===== config.mk =====
export PLATFORM = sky130hd
export DESIGN_NAME = zircon_avalon_key
export DESIGN_NICKNAME = d
export VERILOG_FILES = /design/src/rtl/zircon_avalon_key.sv
export SDC_FILE = /design/constraint.sdc
export NUM_CORES = 1
export LEC_CHECK = 0
export ABC_AREA = 1
export CORE_ASPECT_RATIO = 1.25
export CORE_UTILIZATION = 52
export CTS_CLUSTER_DIAMETER = 80
export CTS_CLUSTER_SIZE = 16
export DETAILED_ROUTE_END_ITERATION = 6
export GPL_ROUTABILITY_DRIVEN = 0
export PLACE_DENSITY = 0.89
export SETUP_SLACK_MARGIN = 0.2
export SLEW_MARGIN = 20
export SYNTH_ARGS = -nofsm -noshare
export SYNTH_HDL_FRONTEND = slang
export SYNTH_SLANG_ARGS = --single-unit

===== constraint.sdc =====
create_clock -name csi_clk -period 3.41 [get_ports csi_clk]
set_input_delay 1.023 -clock csi_clk [delete_from_list [all_inputs] [get_ports csi_clk]]
set_output_delay 1.023 -clock csi_clk [all_outputs]
set_load 0.05 [all_outputs]

===== src/rtl/zircon_avalon_key.sv =====
// Avalon-MM key input: sync -> tick debounce -> press capture -> maskable level irq.
// Read latency 1; pin-to-debounced within 2+2P cycles, irq one cycle later; no backpressure.
module zircon_avalon_key #(
    parameter int KEY_WIDTH        = 4,
    parameter int DEBOUNCE_DEFAULT = 1000000
) (
    input  logic                 csi_clk,
    input  logic                 rsi_reset_n,
    input  logic [1:0]           avs_address,
    input  logic                 avs_read,
    output logic [31:0]          avs_readdata,
    input  logic                 avs_write,
    input  logic [31:0]          avs_writedata,
    output logic                 ins_irq,
    input  logic [KEY_WIDTH-1:0] coe_key
);

    localparam logic [19:0] PERIOD_RST = 20'(DEBOUNCE_DEFAULT);
    localparam logic [1:0]  ADDR_DATA   = 2'd0;
    localparam logic [1:0]  ADDR_EDGE   = 2'd1;
    localparam logic [1:0]  ADDR_MASK   = 2'd2;
    localparam logic [1:0]  ADDR_PERIOD = 2'd3;

    logic [KEY_WIDTH-1:0] sync1_q, sync2_q;
    logic [KEY_WIDTH-1:0] s_prev_q, s_prev_d;
    logic [KEY_WIDTH-1:0] deb_q, deb_d;
    logic [KEY_WIDTH-1:0] edge_q, edge_d;
    logic [KEY_WIDTH-1:0] mask_q, mask_d;
    logic [19:0]          period_q, period_d;
    logic [19:0]          presc_q, presc_d;
    logic [31:0]          rdata_q, rdata_d;
    logic                 irq_q, irq_d;

    logic                 wr_edge, wr_mask, wr_period;
    logic [19:0]          period_eff;
    logic                 tick;
    logic [KEY_WIDTH-1:0] stable;
    logic [KEY_WIDTH-1:0] press;
    logic [KEY_WIDTH-1:0] w1c;
    logic [31:0]          rd_val;
    logic                 unused_wdata;

    assign wr_edge   = avs_write && (avs_address == ADDR_EDGE);
    assign wr_mask   = avs_write && (avs_address == ADDR_MASK);
    assign wr_period = avs_write && (avs_address == ADDR_PERIOD);

    // Writes to DATA and the bus bits above each register's width are dropped.
    assign unused_wdata = ^avs_writedata;

    // A stored period of 0 runs the prescaler as if it were 1.
    assign period_eff = (period_q == 20'd0) ? 20'd1 : period_q;
    assign tick       = (presc_q == (period_eff - 20'd1));

    always_comb begin
        presc_d = presc_q + 20'd1;
        if (wr_period || tick) begin
            presc_d = 20'd0;
        end
    end

    // A bit only follows sync2 when it matched the value latched on the previous tick.
    assign stable = ~(sync2_q ^ s_prev_q);

    always_comb begin
        s_prev_d = s_prev_q;
        deb_d    = deb_q;
        if (tick) begin
            s_prev_d = sync2_q;
            deb_d    = (stable & sync2_q) | (~stable & deb_q);
        end
    end

    assign press = deb_q & ~deb_d;
    assign w1c   = wr_edge ? avs_writedata[KEY_WIDTH-1:0] : '0;

    // A press landing on the same edge as a W1C keeps the bit set.
    assign edge_d = (edge_q & ~w1c) | press;
    assign mask_d = wr_mask ? avs_writedata[KEY_WIDTH-1:0] : mask_q;
    assign period_d = wr_period ? avs_writedata[19:0] : period_q;
    assign irq_d  = |(edge_q & mask_q);

    always_comb begin
        rd_val = '0;
        case (avs_address)
            ADDR_DATA:   rd_val[KEY_WIDTH-1:0] = ~deb_q;
            ADDR_EDGE:   rd_val[KEY_WIDTH-1:0] = edge_q;
            ADDR_MASK:   rd_val[KEY_WIDTH-1:0] = mask_q;
            ADDR_PERIOD: rd_val[19:0]          = period_q;
            default:     rd_val                = '0;
        endcase
    end

    assign rdata_d = avs_read ? rd_val : rdata_q;

    always_ff @(posedge csi_clk or negedge rsi_reset_n) begin
        if (!rsi_reset_n) begin
            sync1_q  <= '1;
            sync2_q  <= '1;
            s_prev_q <= '1;
            deb_q    <= '1;
            edge_q   <= '0;
            mask_q   <= '0;
            period_q <= PERIOD_RST;
            presc_q  <= 20'd0;
            rdata_q  <= 32'd0;
            irq_q    <= 1'b0;
        end else begin
            sync1_q  <= coe_key;
            sync2_q  <= sync1_q;
            s_prev_q <= s_prev_d;
            deb_q    <= deb_d;
            edge_q   <= edge_d;
            mask_q   <= mask_d;
            period_q <= period_d;
            presc_q  <= presc_d;
            rdata_q  <= rdata_d;
            irq_q    <= irq_d;
        end
    end

    assign avs_readdata = rdata_q;
    assign ins_irq      = irq_q;

endmodule


==> metrics.txt <==
Avg Inst Size Synth=around 8.8 um2; share of cells above drive strength 1=0.143; drt total wl=roughly 9200 um; largest net degree at the start of global routing=86; Layout Cells excl Fill=roughly 660; Die Area=between 8000 and 9000 um2; row count=37; # nets final=605; final hold slack=between 300 and 400 ps; Fillers=636; height of the die=105 um; Final Slew Violations=0; Bufs on Longest Clock Path=2; post-CTS setup buffer count=0; Fin. Hold Viols=0; Combinational Power Share=0.262; Synth cell types=37; Final Core Density=0.623; register area share after synthesis=0.485; n_diodes=0; vias in the first global route=roughly 3500; Crit. Startpoint=period_q[6]$_DFFE_PN1P_; Mapped Area=roughly 4400 um2; HP Class=register to register; DRC=8; switching share of power=0.335; CTS H-Tree Depth=3; Die X-Extent=84.7 um; Worst Hold Launch=sync1_q[3]$_DFF_PN1_; grt total ovfl=0; via count=~3500; initial antenna violation count=0; number of port buffers=50; Clock transition at path regs=~70 ps; outcome=finished, violations left; crit share post-route=0.861; pwr/cell area=485 nW/um2; setup_tns=0 ps; TritonCTS clock tree=done; dpl cells=647; Layout area overhead=16.0%; Final Instance Area=between 5000 and 6000 um2; first-pass GRT wire length=about 16000 um; CP endpoint kind=register; final antenna-violating net count=0; Pint=approximately 1.7 mW; post-place setup slack=between 400 and 500 ps; CTS buffer count=9; RSZ-0062 raised after global routing=no; Worst Setup Path Type=register to register; maximum VDD drop=about 0.18 mV; drt wl/cell=around 14 um; Clock power frac=0.236; Final setup viols=0; Worst setup SP type=register; Yosys warning count=0; synthesized flop and latch total=85; skew final=9.42 ps; setup ws final=around 470 ps; CTS sink cnt=between 80 and 90; worst path required time=around 3700 ps; Area after DPL=5000 um2; power consumption=~2.5 mW; First-pass DRT Iterations=7; failing checks=DRC; max_cap viols=0; Tmin final=2940 ps; Psw=approximately 0.84 mW; relative max-transition margin=0.518; Flop pwr share=0.502; fmax=341 MHz; measured slew at the worst slew-check pin=approximately 720 ps; crit path max fanout=20; Clock Latency Late Sink=approximately 360 ps; Lkg Pwr=approximately 2.3 nW; core area=just over 8000 um2; DR iter-0 viols=about 280; Boundary Pins=75; Syn Inst Count=508; reg2reg start=period_q[6]$_DFFE_PN1P_; critical path arrival=3190 ps; Initial Utilization=0.537; DP Wirelength=between 6000 and 7000 um; Tot GR Track Use=0.227; drt via density=5.35; Clock Tree Root=clkbuf_8
-- layout by cell type, fill, tap and decap left out, types with 3 or more instances in the layout --
cell type          n
nand3_1           28
clkdlybuf4s50_1   49
clkbuf_1           7
nor3_1             6
dfrtp_1           62
clkbuf_8           9
nor2_1            45
dfstp_2           23
nand3b_1           3
maj3_1             3
nand2_1          125
buf_4              7
o21ai_0           33
nor2_2            18
conb_1            12
nand4_1           17
inv_1             38
xor2_1            24
xnor2_1           19
mux2_2            14
nor2_4             3
-- cell families after synthesis --
| logic type | after synthesis | share of synthesized area |
|---|---|---|
| AND/OR/NAND/NOR | 253 | 0.261 |
| flip-flops | 85 | 0.485 |
| buffers and inverters | 65 | 0.0695 |
| XOR/XNOR | 43 | 0.0846 |
| AO/OA/AOI/OAI | 42 | 0.0517 |
| multiplexers | 14 | 0.0354 |
| adder cells (fa/ha/maj) | 5 | 0.0124 |
| other | 1 | 0.000843 |
-- worst paths after layout --
kind / end / cells after the start / slack (ps)
setup reg to reg: presc_q[11]$_DFF_PN0_ / 17 / 470
hold / removal: sync2_q[3]$_DFF_PN1_ / 0 / 360
min in group asynchronous: mask_q[3]$_DFFE_PN0P_ / 1 / 710
max in group asynchronous: period_q[13]$_DFFE_PN0P_ / 1 / 2230
hold reg to reg: sync2_q[3]$_DFF_PN1_ / 0 / 360
setup / recovery: presc_q[11]$_DFF_PN0_ / 17 / 470
-- power by group through the flow --
stage	sequential [mW]	clock, mW	combinational [mW]
final	1.26	0.592	0.656
after CTS	1.25	0.603	0.656
after global routing	1.27	0.652	0.720
after floorplan	1.33	0	0.398
after detailed placement	1.27	0	0.650
after global placement	1.26	0	0.629
-- routing by layer --
layer	part of all wire	global-route usage	vias to the layer above
met5	0	0	-
met4	0.032	0.119	0
met3	0.055	0.0462	27
met2	0.50	0.373	140
met1	0.41	0.281	1669
li1	-	-	1711
-- area by class of cell --
type | instances | area, um2 | share of cell area
inverter | 39 | 146 | 0.0284
multi-input combinational | 369 | 2030 | 0.394
clock buffer | 16 | 150 | 0.0291
sequential | 85 | 2160 | 0.418
timing repair buffer | 57 | 554 | 0.107
tap | 97 | 121 | 0.0235
-- synth_stat cells --
library cell / number / area, um2
o21ai_0: 33 / 165
nand2_1: 125 / 469
mux2_2: 14 / 158
o211ai_1: 2 / 15.0
nor2_4: 3 / 33.8
clkbuf_1: 9 / 33.8
nand3_2: 1 / 10.0
nand4_1: 17 / 106
a21oi_1: 2 / 10.0
nand3_1: 28 / 140
xnor2_1: 19 / 166
dfstp_2: 23 / 604
conb_1: 1 / 3.75
a221oi_1: 1 / 8.76
dfrtp_1: 62 / 1550
buf_6: 2 / 22.5
ha_1: 2 / 25.0
nand2_4: 2 / 22.5
nand3b_1: 3 / 22.5
nor3_1: 6 / 30.0
maj3_1: 3 / 30.0
or2_4: 1 / 8.76
nand2_2: 1 / 6.26
o2111ai_1: 1 / 8.76
o21a_1: 1 / 7.51
nor2_1: 45 / 169
buf_1: 1 / 3.75
buf_2: 1 / 5.00
xor2_1: 24 / 210
buf_4: 13 / 97.6
o31ai_1: 2 / 15.0
nor2_2: 18 / 113
or2_0: 1 / 6.26
nand3_4: 1 / 17.5
or2_1: 1 / 6.26
clkinv_1: 1 / 3.75
inv_1: 38 / 143
-- state kept, by name, summed over array words and instances (netlist names) --
| name | count |
|---|---|
| sync1_q | 4 |
| presc_q | 20 |
| deb_q | 4 |
| sync2_q | 4 |
| ins_irq | 1 |
| mask_q | 4 |
| edge_q | 4 |
| avs_readdata | 20 |
| s_prev_q | 4 |
| period_q | 20 |
-- timing repair --
| item | in CTS | in global routing |
|---|---|---|
| setup endpoints to repair | 0 | 20 |
| hold buffers | 0 | 0 |
| gates resized for setup | 0 | 1 |
-- worst max-delay path, cell delays in order (launching register included) --
cell and delay, ps:
dfstp_2 600, nor2_2 60, nand2_1 100, nor2_2 60, nand3_4 120, nand2_2 70
inv_1 130, ha_1 240, nand2_1 120, nor2_1 190, nand2_1 130, nor2_1 130
xor2_1 150, nand3_1 100, nor2_2 220, nand2_4 150, nand2_8 180, nor2_1 70
Power figures use the tool's default switching activity.
